### config.mk
export PLATFORM = sky130hd
export DESIGN_NAME = spi_responder
export DESIGN_NICKNAME = d
export VERILOG_FILES = /design/src/rtl/spi_responder_pkg.sv /design/src/rtl/spi_pin_sync.sv /design/src/rtl/spi_responder.sv
export SDC_FILE = /design/constraint.sdc
export NUM_CORES = 1
export LEC_CHECK = 0
export CAP_MARGIN = 20
export CORE_ASPECT_RATIO = 1.5
export CORE_MARGIN = 10
export CORE_UTILIZATION = 24
export DETAILED_ROUTE_END_ITERATION = 12
export PLACE_DENSITY = 0.42
export SLEW_MARGIN = 20
export SYNTH_ARGS = -nofsm -noshare
export SYNTH_HDL_FRONTEND = slang
export SYNTH_HIERARCHICAL = 1
export SYNTH_SLANG_ARGS = --single-unit
### constraint.sdc
create_clock -name io_clock -period 3.2 [get_ports io_clock]
set_clock_uncertainty 0.1 [all_clocks]
set_input_delay 0.48 -clock io_clock [delete_from_list [all_inputs] [get_ports io_clock]]
set_output_delay 0.48 -clock io_clock [all_outputs]
set_load 0.05 [all_outputs]
### src/rtl/spi_responder_pkg.sv
// rtl/spi_responder_pkg.sv - shared FSM state type and command codes for spi_responder
// Purpose: one place for the state encoding and the SPI command bytes so the
//          top level and any sub-module agree on them.
// Ports:   none (package).
package spi_responder_pkg;

  typedef enum logic [2:0] {
    IDLE,
    CMD,
    ADDR,
    WRDATA,
    RDDATA,
    ID,
    IGNORE
  } state_t;

  localparam logic [7:0] CMD_WRITE = 8'h02;
  localparam logic [7:0] CMD_READ  = 8'h03;
  localparam logic [7:0] CMD_ID    = 8'h9F;

endpackage

### src/rtl/spi_pin_sync.sv
// rtl/spi_pin_sync.sv - multi-flop synchronizer with rise/fall pulse outputs
// Purpose: brings one asynchronous SPI pin into the clk domain and flags its edges.
// Ports:
//   clk      in  1  system clock
//   resetn   in  1  synchronous, active-low reset
//   pin_in   in  1  asynchronous pin
//   sync_out out 1  synchronized level
//   rise     out 1  one-cycle pulse on a synchronized 0->1 transition
//   fall     out 1  one-cycle pulse on a synchronized 1->0 transition
module spi_pin_sync
  import spi_responder_pkg::*;
#(
  parameter int STAGES = 2
) (
  input  logic clk,
  input  logic resetn,
  input  logic pin_in,
  output logic sync_out,
  output logic rise,
  output logic fall
);

  logic [STAGES-1:0] sync_q;
  logic [STAGES-1:0] sync_d;
  logic              prev_q;
  logic              prev_d;

  always_comb begin
    sync_d = {sync_q[STAGES-2:0], pin_in};
    prev_d = sync_q[STAGES-1];
  end

  // Resetting every stage to 0 means a pin that is already low when reset
  // releases (e.g. ss mid-frame) produces no fall pulse, so a cut-off frame
  // cannot be mistaken for a new one.
  always_ff @(posedge clk) begin
    if (!resetn) begin
      sync_q <= '0;
      prev_q <= 1'b0;
    end else begin
      sync_q <= sync_d;
      prev_q <= prev_d;
    end
  end

  assign sync_out = sync_q[STAGES-1];
  assign rise     = sync_q[STAGES-1] & ~prev_q;
  assign fall     = ~sync_q[STAGES-1] & prev_q;

endmodule

### src/rtl/spi_responder.sv
// rtl/spi_responder.sv - oversampling SPI target serving a byte-wide register file
// Purpose: decodes WRITE (02), READ (03) and ID (9F) frames from an SPI
//          controller and serves a DEPTH x 8 register file.
// Ports:
//   io_clock       in  1       system clock
//   io_resetn      in  1       synchronous, active-low reset
//   io_spi_sclk    in  1       SPI clock (asynchronous)
//   io_spi_ss      in  1       active-low target select
//   io_spi_mosi    in  1       controller -> target data, MSB first
//   io_spi_miso    out 1       target -> controller data, MSB first
//   io_writeStrobe out 1       one-cycle pulse per committed data byte
//   io_writeAddr   out ADDR_W  address of the committed byte
//   io_writeData   out 8       value of the committed byte
//   io_frameCount  out 16      completed frames containing at least one full byte
module spi_responder
  import spi_responder_pkg::*;
#(
  parameter int         DEPTH       = 16,
  parameter int         CPOL        = 0,
  parameter int         CPHA        = 0,
  parameter int         SYNC_STAGES = 2,
  parameter logic [7:0] ID_VALUE    = 8'hA5,
  localparam int        ADDR_W      = $clog2(DEPTH)
) (
  input  logic              io_clock,
  input  logic              io_resetn,
  input  logic              io_spi_sclk,
  input  logic              io_spi_ss,
  input  logic              io_spi_mosi,
  output logic              io_spi_miso,
  output logic              io_writeStrobe,
  output logic [ADDR_W-1:0] io_writeAddr,
  output logic [7:0]        io_writeData,
  output logic [15:0]       io_frameCount
);

  localparam logic [ADDR_W-1:0] ADDR_INC = ADDR_W'(1);

  logic sclk_lvl_unused, sclk_rise, sclk_fall;
  logic ss_s, ss_rise, ss_fall;
  logic mosi_s, mosi_rise_unused, mosi_fall_unused;

  spi_pin_sync #(.STAGES(SYNC_STAGES)) u_sync_sclk (
    .clk(io_clock), .resetn(io_resetn), .pin_in(io_spi_sclk),
    .sync_out(sclk_lvl_unused), .rise(sclk_rise), .fall(sclk_fall)
  );

  spi_pin_sync #(.STAGES(SYNC_STAGES)) u_sync_ss (
    .clk(io_clock), .resetn(io_resetn), .pin_in(io_spi_ss),
    .sync_out(ss_s), .rise(ss_rise), .fall(ss_fall)
  );

  spi_pin_sync #(.STAGES(SYNC_STAGES)) u_sync_mosi (
    .clk(io_clock), .resetn(io_resetn), .pin_in(io_spi_mosi),
    .sync_out(mosi_s), .rise(mosi_rise_unused), .fall(mosi_fall_unused)
  );

  // sclk edges count while ss is low, and also on the cycle ss rises so a
  // byte completing together with the ss rise is still committed.
  logic sclk_ok, lead, trail, sample_edge, shift_edge;
  assign sclk_ok     = ~ss_s | ss_rise;
  assign lead        = sclk_ok & ((CPOL == 0) ? sclk_rise : sclk_fall);
  assign trail       = sclk_ok & ((CPOL == 0) ? sclk_fall : sclk_rise);
  assign sample_edge = (CPHA == 0) ? lead  : trail;
  assign shift_edge  = (CPHA == 0) ? trail : lead;

  state_t              state_q, state_d;
  logic [2:0]          bit_cnt_q, bit_cnt_d;
  logic [7:0]          rx_shift_q, rx_shift_d;
  logic [7:0]          tx_shift_q, tx_shift_d;
  logic                miso_hold_q, miso_hold_d;
  logic [ADDR_W-1:0]   addr_q, addr_d;
  logic                is_read_q, is_read_d;
  logic                got_byte_q, got_byte_d;
  logic [15:0]         frame_count_q, frame_count_d;
  logic                wr_strobe_q, wr_strobe_d;
  logic [ADDR_W-1:0]   wr_addr_q, wr_addr_d;
  logic [7:0]          wr_data_q, wr_data_d;
  logic [7:0]          mem_q [DEPTH];
  logic                mem_we;
  logic [7:0]          rx_byte;

  assign rx_byte = {rx_shift_q[6:0], mosi_s};

  always_comb begin
    state_d       = state_q;
    bit_cnt_d     = bit_cnt_q;
    rx_shift_d    = rx_shift_q;
    tx_shift_d    = tx_shift_q;
    miso_hold_d   = miso_hold_q;
    addr_d        = addr_q;
    is_read_d     = is_read_q;
    got_byte_d    = got_byte_q;
    frame_count_d = frame_count_q;
    wr_strobe_d   = 1'b0;
    wr_addr_d     = wr_addr_q;
    wr_data_d     = wr_data_q;
    mem_we        = 1'b0;

    if (state_q == IDLE) begin
      if (ss_fall) begin
        state_d     = CMD;
        bit_cnt_d   = 3'd0;
        rx_shift_d  = 8'h00;
        tx_shift_d  = 8'h00;
        miso_hold_d = 1'b0;
        got_byte_d  = 1'b0;
      end
    end else begin
      if (shift_edge) begin
        if (CPHA == 0) begin
          // The trailing edge after the 8th sample must not shift: the next
          // byte's MSB was just loaded and has to stay on MISO for the next lead.
          if (bit_cnt_q != 3'd0) begin
            tx_shift_d = {tx_shift_q[6:0], 1'b0};
          end
        end else begin
          // Leading edge presents the next bit; the hold flop keeps it stable
          // until the controller samples on the trailing edge.
          miso_hold_d = tx_shift_q[7];
          tx_shift_d  = {tx_shift_q[6:0], 1'b0};
        end
      end

      if (sample_edge) begin
        rx_shift_d = rx_byte;
        bit_cnt_d  = bit_cnt_q + 3'd1;
        if (bit_cnt_q == 3'd7) begin
          got_byte_d = 1'b1;
          case (state_q)
            CMD: begin
              tx_shift_d = 8'h00;
              if (rx_byte == CMD_WRITE) begin
                state_d   = ADDR;
                is_read_d = 1'b0;
              end else if (rx_byte == CMD_READ) begin
                state_d   = ADDR;
                is_read_d = 1'b1;
              end else if (rx_byte == CMD_ID) begin
                state_d    = ID;
                tx_shift_d = ID_VALUE;
              end else begin
                state_d = IGNORE;
              end
            end
            ADDR: begin
              if (is_read_q) begin
                tx_shift_d = mem_q[rx_byte[ADDR_W-1:0]];
                addr_d     = rx_byte[ADDR_W-1:0] + ADDR_INC;
                state_d    = RDDATA;
              end else begin
                tx_shift_d = 8'h00;
                addr_d     = rx_byte[ADDR_W-1:0];
                state_d    = WRDATA;
              end
            end
            WRDATA: begin
              mem_we      = 1'b1;
              wr_strobe_d = 1'b1;
              wr_addr_d   = addr_q;
              wr_data_d   = rx_byte;
              addr_d      = addr_q + ADDR_INC;
            end
            RDDATA: begin
              tx_shift_d = mem_q[addr_q];
              addr_d     = addr_q + ADDR_INC;
            end
            ID: begin
              tx_shift_d = ID_VALUE;
            end
            default: begin
              tx_shift_d = 8'h00;
            end
          endcase
        end
      end

      if (ss_rise) begin
        state_d = IDLE;
        if (got_byte_d) begin
          frame_count_d = frame_count_q + 16'd1;
        end
      end
    end
  end

  always_ff @(posedge io_clock) begin
    if (!io_resetn) begin
      state_q       <= IDLE;
      bit_cnt_q     <= 3'd0;
      rx_shift_q    <= 8'h00;
      tx_shift_q    <= 8'h00;
      miso_hold_q   <= 1'b0;
      addr_q        <= '0;
      is_read_q     <= 1'b0;
      got_byte_q    <= 1'b0;
      frame_count_q <= 16'd0;
      wr_strobe_q   <= 1'b0;
      wr_addr_q     <= '0;
      wr_data_q     <= 8'h00;
      for (int i = 0; i < DEPTH; i++) begin
        mem_q[i] <= 8'h00;
      end
    end else begin
      state_q       <= state_d;
      bit_cnt_q     <= bit_cnt_d;
      rx_shift_q    <= rx_shift_d;
      tx_shift_q    <= tx_shift_d;
      miso_hold_q   <= miso_hold_d;
      addr_q        <= addr_d;
      is_read_q     <= is_read_d;
      got_byte_q    <= got_byte_d;
      frame_count_q <= frame_count_d;
      wr_strobe_q   <= wr_strobe_d;
      wr_addr_q     <= wr_addr_d;
      wr_data_q     <= wr_data_d;
      if (mem_we) begin
        mem_q[addr_q] <= rx_byte;
      end
    end
  end

  assign io_spi_miso    = (state_q != IDLE) & ~ss_s &
                          ((CPHA == 0) ? tx_shift_q[7] : miso_hold_q);
  assign io_writeStrobe = wr_strobe_q;
  assign io_writeAddr   = wr_addr_q;
  assign io_writeData   = wr_data_q;
  assign io_frameCount  = frame_count_q;

endmodule
# After elaboration in Yosys (flattened, before gate mapping)
# Memories as Yosys holds them, arrays and structs flattened. A register that Yosys moved wholly into a read port is not among the register bits.
# Index checks and enable logic that the tools add are counted.
[word_totals] latchBits=0 mem_bits_rw=128 memories=1 mem_bits_ro=0 ff_bits=64 wordCells=110
[op_classes] n_mux=48 addsub=4 n_shift=0 mul=0 n_eq_ne=10 div_mod_pow=0 bitwise=14 magnitude_cmp=0 reduce_logical=17
[memory_table] name="mem_q" words=16 width=8 rd=2 rd_clocked_by_memory_dff=1 write_ports=16 line="spi_responder.sv:79" source="logic [7:0] mem_q [DEPTH];"
[ops] op="$mux 8" n=11
[ops] op="$pmux 8 s5" n=1
[ops] op="$mux 3" n=11
[ops] op="$add 16x1->16 const B" n=1
[ops] op="$eq 8x2->1 const B" n=2
[ops] op="$mux 1" n=16
[ops] op="$mux 4" n=4
[ops] op="$mux 7" n=2
[ops] op="$reduce_and 4->1" n=3
[ops] op="$reduce_bool 3->1" n=4
[ops] op="$eq 3x3->1 const B" n=3
[ops] op="$add 4x1->4 const B" n=2
[ops] op="$and 1x1->1" n=8
[ops] op="$eq 8x8->1 const B" n=1
[ops] op="$pmux 4 s2" n=1
[ops] op="$reduce_or 8->1" n=1
[ops] op="$eq 3x2->1 const B" n=2
[ops] op="$pmux 3 s2" n=1
[ops] op="$reduce_bool 2->1" n=3
[ops] op="$not 1->1" n=5
[ops] op="$reduce_and 5->1" n=1
[ops] op="$reduce_bool 4->1" n=1
[ops] op="$add 3x1->3 const B" n=1
[ops] op="$eq 3x1->1 const B" n=1
[ops] op="7 further kinds" n=7

# Depth between registers and ports, before layout
[depth] depth_word=11 ltp_mapped=9 depth_no_buf=7

# Cells and area by module
# Netlist, hierarchy kept.
[by_module_without_submodules] module="spi_responder" instances=1 seq_area_each_um2=5044.8 cells_each=869 area_each_um2=10149.7
[by_module_without_submodules] module="spi_pin_sync" instances=3 seq_area_each_um2=60.1 cells_each=8 area_each_um2=91.3

# Worst setup path after synthesis
# OpenSTA, ideal clock, no wires.
[synth_timing] kind="register to output" startpoint="register state_q[1]" endpoint="output io_spi_miso" slack_ns=0.712 n_path_buf=1 path_stages_with_launch=4 arrival_time_ns=1.908 cell_sequence="dfxtp_1 -> clkbuf_1 -> nor3_1 -> nor3b_1"
[synth_via] elab_chain_cells=3
[synth_rtl] element="from (decl)" line="spi_responder.sv:67" source="state_t state_q, state_d;"
[synth_rtl] element="from (signal assigned)" line="spi_responder.sv:205" source="state_q <= state_d;"
[synth_rtl] element="$reduce_bool 3->1" line="spi_responder.sv:223" source="assign io_spi_miso = (state_q != IDLE) & ~ss_s &"
[synth_rtl] element="$and 1x1->1 (2 in a row)" line="spi_responder.sv:223"
[synth_rtl] element="to (decl)" line="spi_responder.sv:30" source="output logic io_spi_miso,"
# No other way between the ends.

# Worst setup path in the final report
# Ends and elaborated chain as after synthesis.

==> run metrics <==
clock root cell clkbuf_16; final worst slack 0.167 ns; register area 5210 um^2; Num Clock Sinks 196; fmax 330 MHz; final setup fails 0; vias 7123; DIE HEIGHT 275 um; mapped cell area 10400 um^2; hold_ws 0.339 ns; Slew Viols, Final 0; Sw Pwr 1.23 mW; setup TNS 0 ns; Syn Nets 904; crit path buf inv count 1; sequential share of power 55.1%; global route overflow 0; # IOs 35; P_int 3.86 mW; routability cong. 0.865; Post-CTS Hold Fix Bufs 0; TritonCTS Buffers 17; pre-CTS WS 0.436 ns; P_leak 3.93 nW; H-tree depth 4; syn_area_per_cell 11.7 um^2; post-synthesis cell count 889; max_cap viols 0; final hold violations 0; DRT Wirelength 34700 um; Peak VDD IR 401 uV; Die Area 52200 um^2; clock-pin slew on the worst setup and hold paths 0.08 ns; DR DRC count 0; Post-CTS Setup Bufs 0; Detail Route Antenna Nets 0; Skew-Pair Late Insertion Delay 0.46 ns; setup repair after global routing missed its margin no; CTS-repair resized insts 0; arrival time worst endpoint 2.45 ns; antenna violations before repair 0; Placeable Area 42800 um^2; fin crit period 3.03 ns; slowest CP cell clkdlybuf4s50_1; Ant. Diodes 0; Starting Density 24.3%; slowest stage delay, CP 0.91 ns; Worst setup EP type output port; Iter 0 DRT Violations 419; Final period util 94.8%; Rows 93; final non-filler cell total 1508; Net Sw Frac 24.2%; worst slew pin tran 0.872 ns; CP Max Fanout 14; CP required 2.62 ns; largest net degree at the start of global routing 40; worst-path cell chain nor3_1 -> nor3b_1 -> clkdlybuf4s50_1; Clk pwr share 39.9%; filler instances 4551; Area Growth Syn to Fin 16.3%; nets 940; placed wire-length estimate 26000 um; gr usage total 13.5%; layout cells sized above 1 18.6%; crit-path leading delay family buffers and inverters; worst hold path type reg -> reg; PwrDens 421 nW/um^2; Pre-antenna DRT Iters 6; number of global-route vias before repair 7383; number of vias per cell 4.72; combinational share of power 5.0%; I/O Buffers 34; CTS tree done; Startpoint Class flop; Slew HR 41.8%; Routed WL per cell 23.0 um; Multi-input gate area 4820 um^2; CTS Buffer Depth 2; dpl cells 1476; CP Class reg -> out; status finished, final reports clean; first-pass GRT wire length 51200 um; synth warn 6; Die Wd 190 um
[metrics by stage]
step | power (mW) | util, % | area (um^2)
3_5_place_dp | 3.12 | 27.0 | 11500
3_3_place_gp | 3.12 | 27.0 | 11500
6_report | 5.08 | 28.2 | 12100
4_1_cts | 5.14 | 28.2 | 12100
2_1_floorplan | 3.00 | - | 10400
5_1_grt | 5.25 | 28.2 | 12100
[final timing paths]
check / slack, ns / endpoint / startpoint / cells after the start
setup / recovery: 0.17 / io_spi_miso / state_q[1]$_SDFFE_PN0P_ / 3
hold / removal: 0.34 / u_sync_mosi/sync_q[1]$_SDFF_PN0_ / u_sync_mosi/sync_q[0]$_SDFF_PN0_ / 1
setup reg to reg: 0.47 / mem_q[12][6]$_SDFFCE_PN0P_ / state_q[1]$_SDFFE_PN0P_ / 6
hold reg to reg: 0.34 / u_sync_mosi/sync_q[1]$_SDFF_PN0_ / u_sync_mosi/sync_q[0]$_SDFF_PN0_ / 1
[power groups by stage]
stage	clock [mW]	sequential, mW	combinational (mW)
after floorplan	0	2.82	0.178
after global placement	0	2.86	0.258
after detailed placement	0	2.86	0.258
after CTS	2.08	2.80	0.259
after global routing	2.17	2.81	0.274
final	2.03	2.80	0.255
[worst register-to-register path: cells and delay by family (launching register included)]
family	cells	cell delay (ns)
AOI/OAI and AO/OA	1	0.41
buffers and inverters	2	0.45
DFF	1	0.55
and+or+nand+nor	3	0.94
[flip-flops by register name, indices dropped and copies added, names as in the netlist, named ones only]
signal	cells
bit_cnt_q	3
is_read_q	1
u_sync_sclk/prev_q	1
io_writeAddr	4
rx_shift_q	7
mem_q	128
u_sync_mosi/sync_q	2
u_sync_ss/prev_q	1
got_byte_q	1
u_sync_ss/sync_q	2
u_sync_sclk/sync_q	2
io_writeData	8
addr_q	4
io_frameCount	16
tx_shift_q	8
state_q	3
io_writeStrobe	1
[layer usage]
metal,global-route usage [%],part of all wire [%],vias to the layer above
met1,13.8,37,3620
li1,-,-,3348
met5,0,0,-
met3,1.83,2.6,36
met2,27.0,58,119
met4,4.86,2.3,0
[final cells by class]
cell class              instances  share of cell area, %
flip-flops and latches        196                   43.1
inverters                      14                  0.435
clock inverters                14                  0.850
well taps                     570                   5.91
clock buffers                  18                   3.55
multi-input cells             610                   39.9
repair buffers                 86                   6.22
[cell usage in the layout, fill, tap and decap left out, types with 11 or more instances in the layout]
cell type	instances
and2_1	129
edfxtp_1	128
dfxtp_1	64
nand2_1	56
mux4_2	53
nor2_1	52
buf_4	50
clkdlybuf4s50_1	33
nor3_1	28
mux2i_1	27
o21ai_0	25
mux2_2	22
nand3_1	19
nor2b_1	18
clkbuf_16	17
nand2b_1	15
o31ai_1	14
a21oi_1	13
inv_1	13
a21boi_0	13
nand4_1	11
Power figures use the tool's default switching activity.
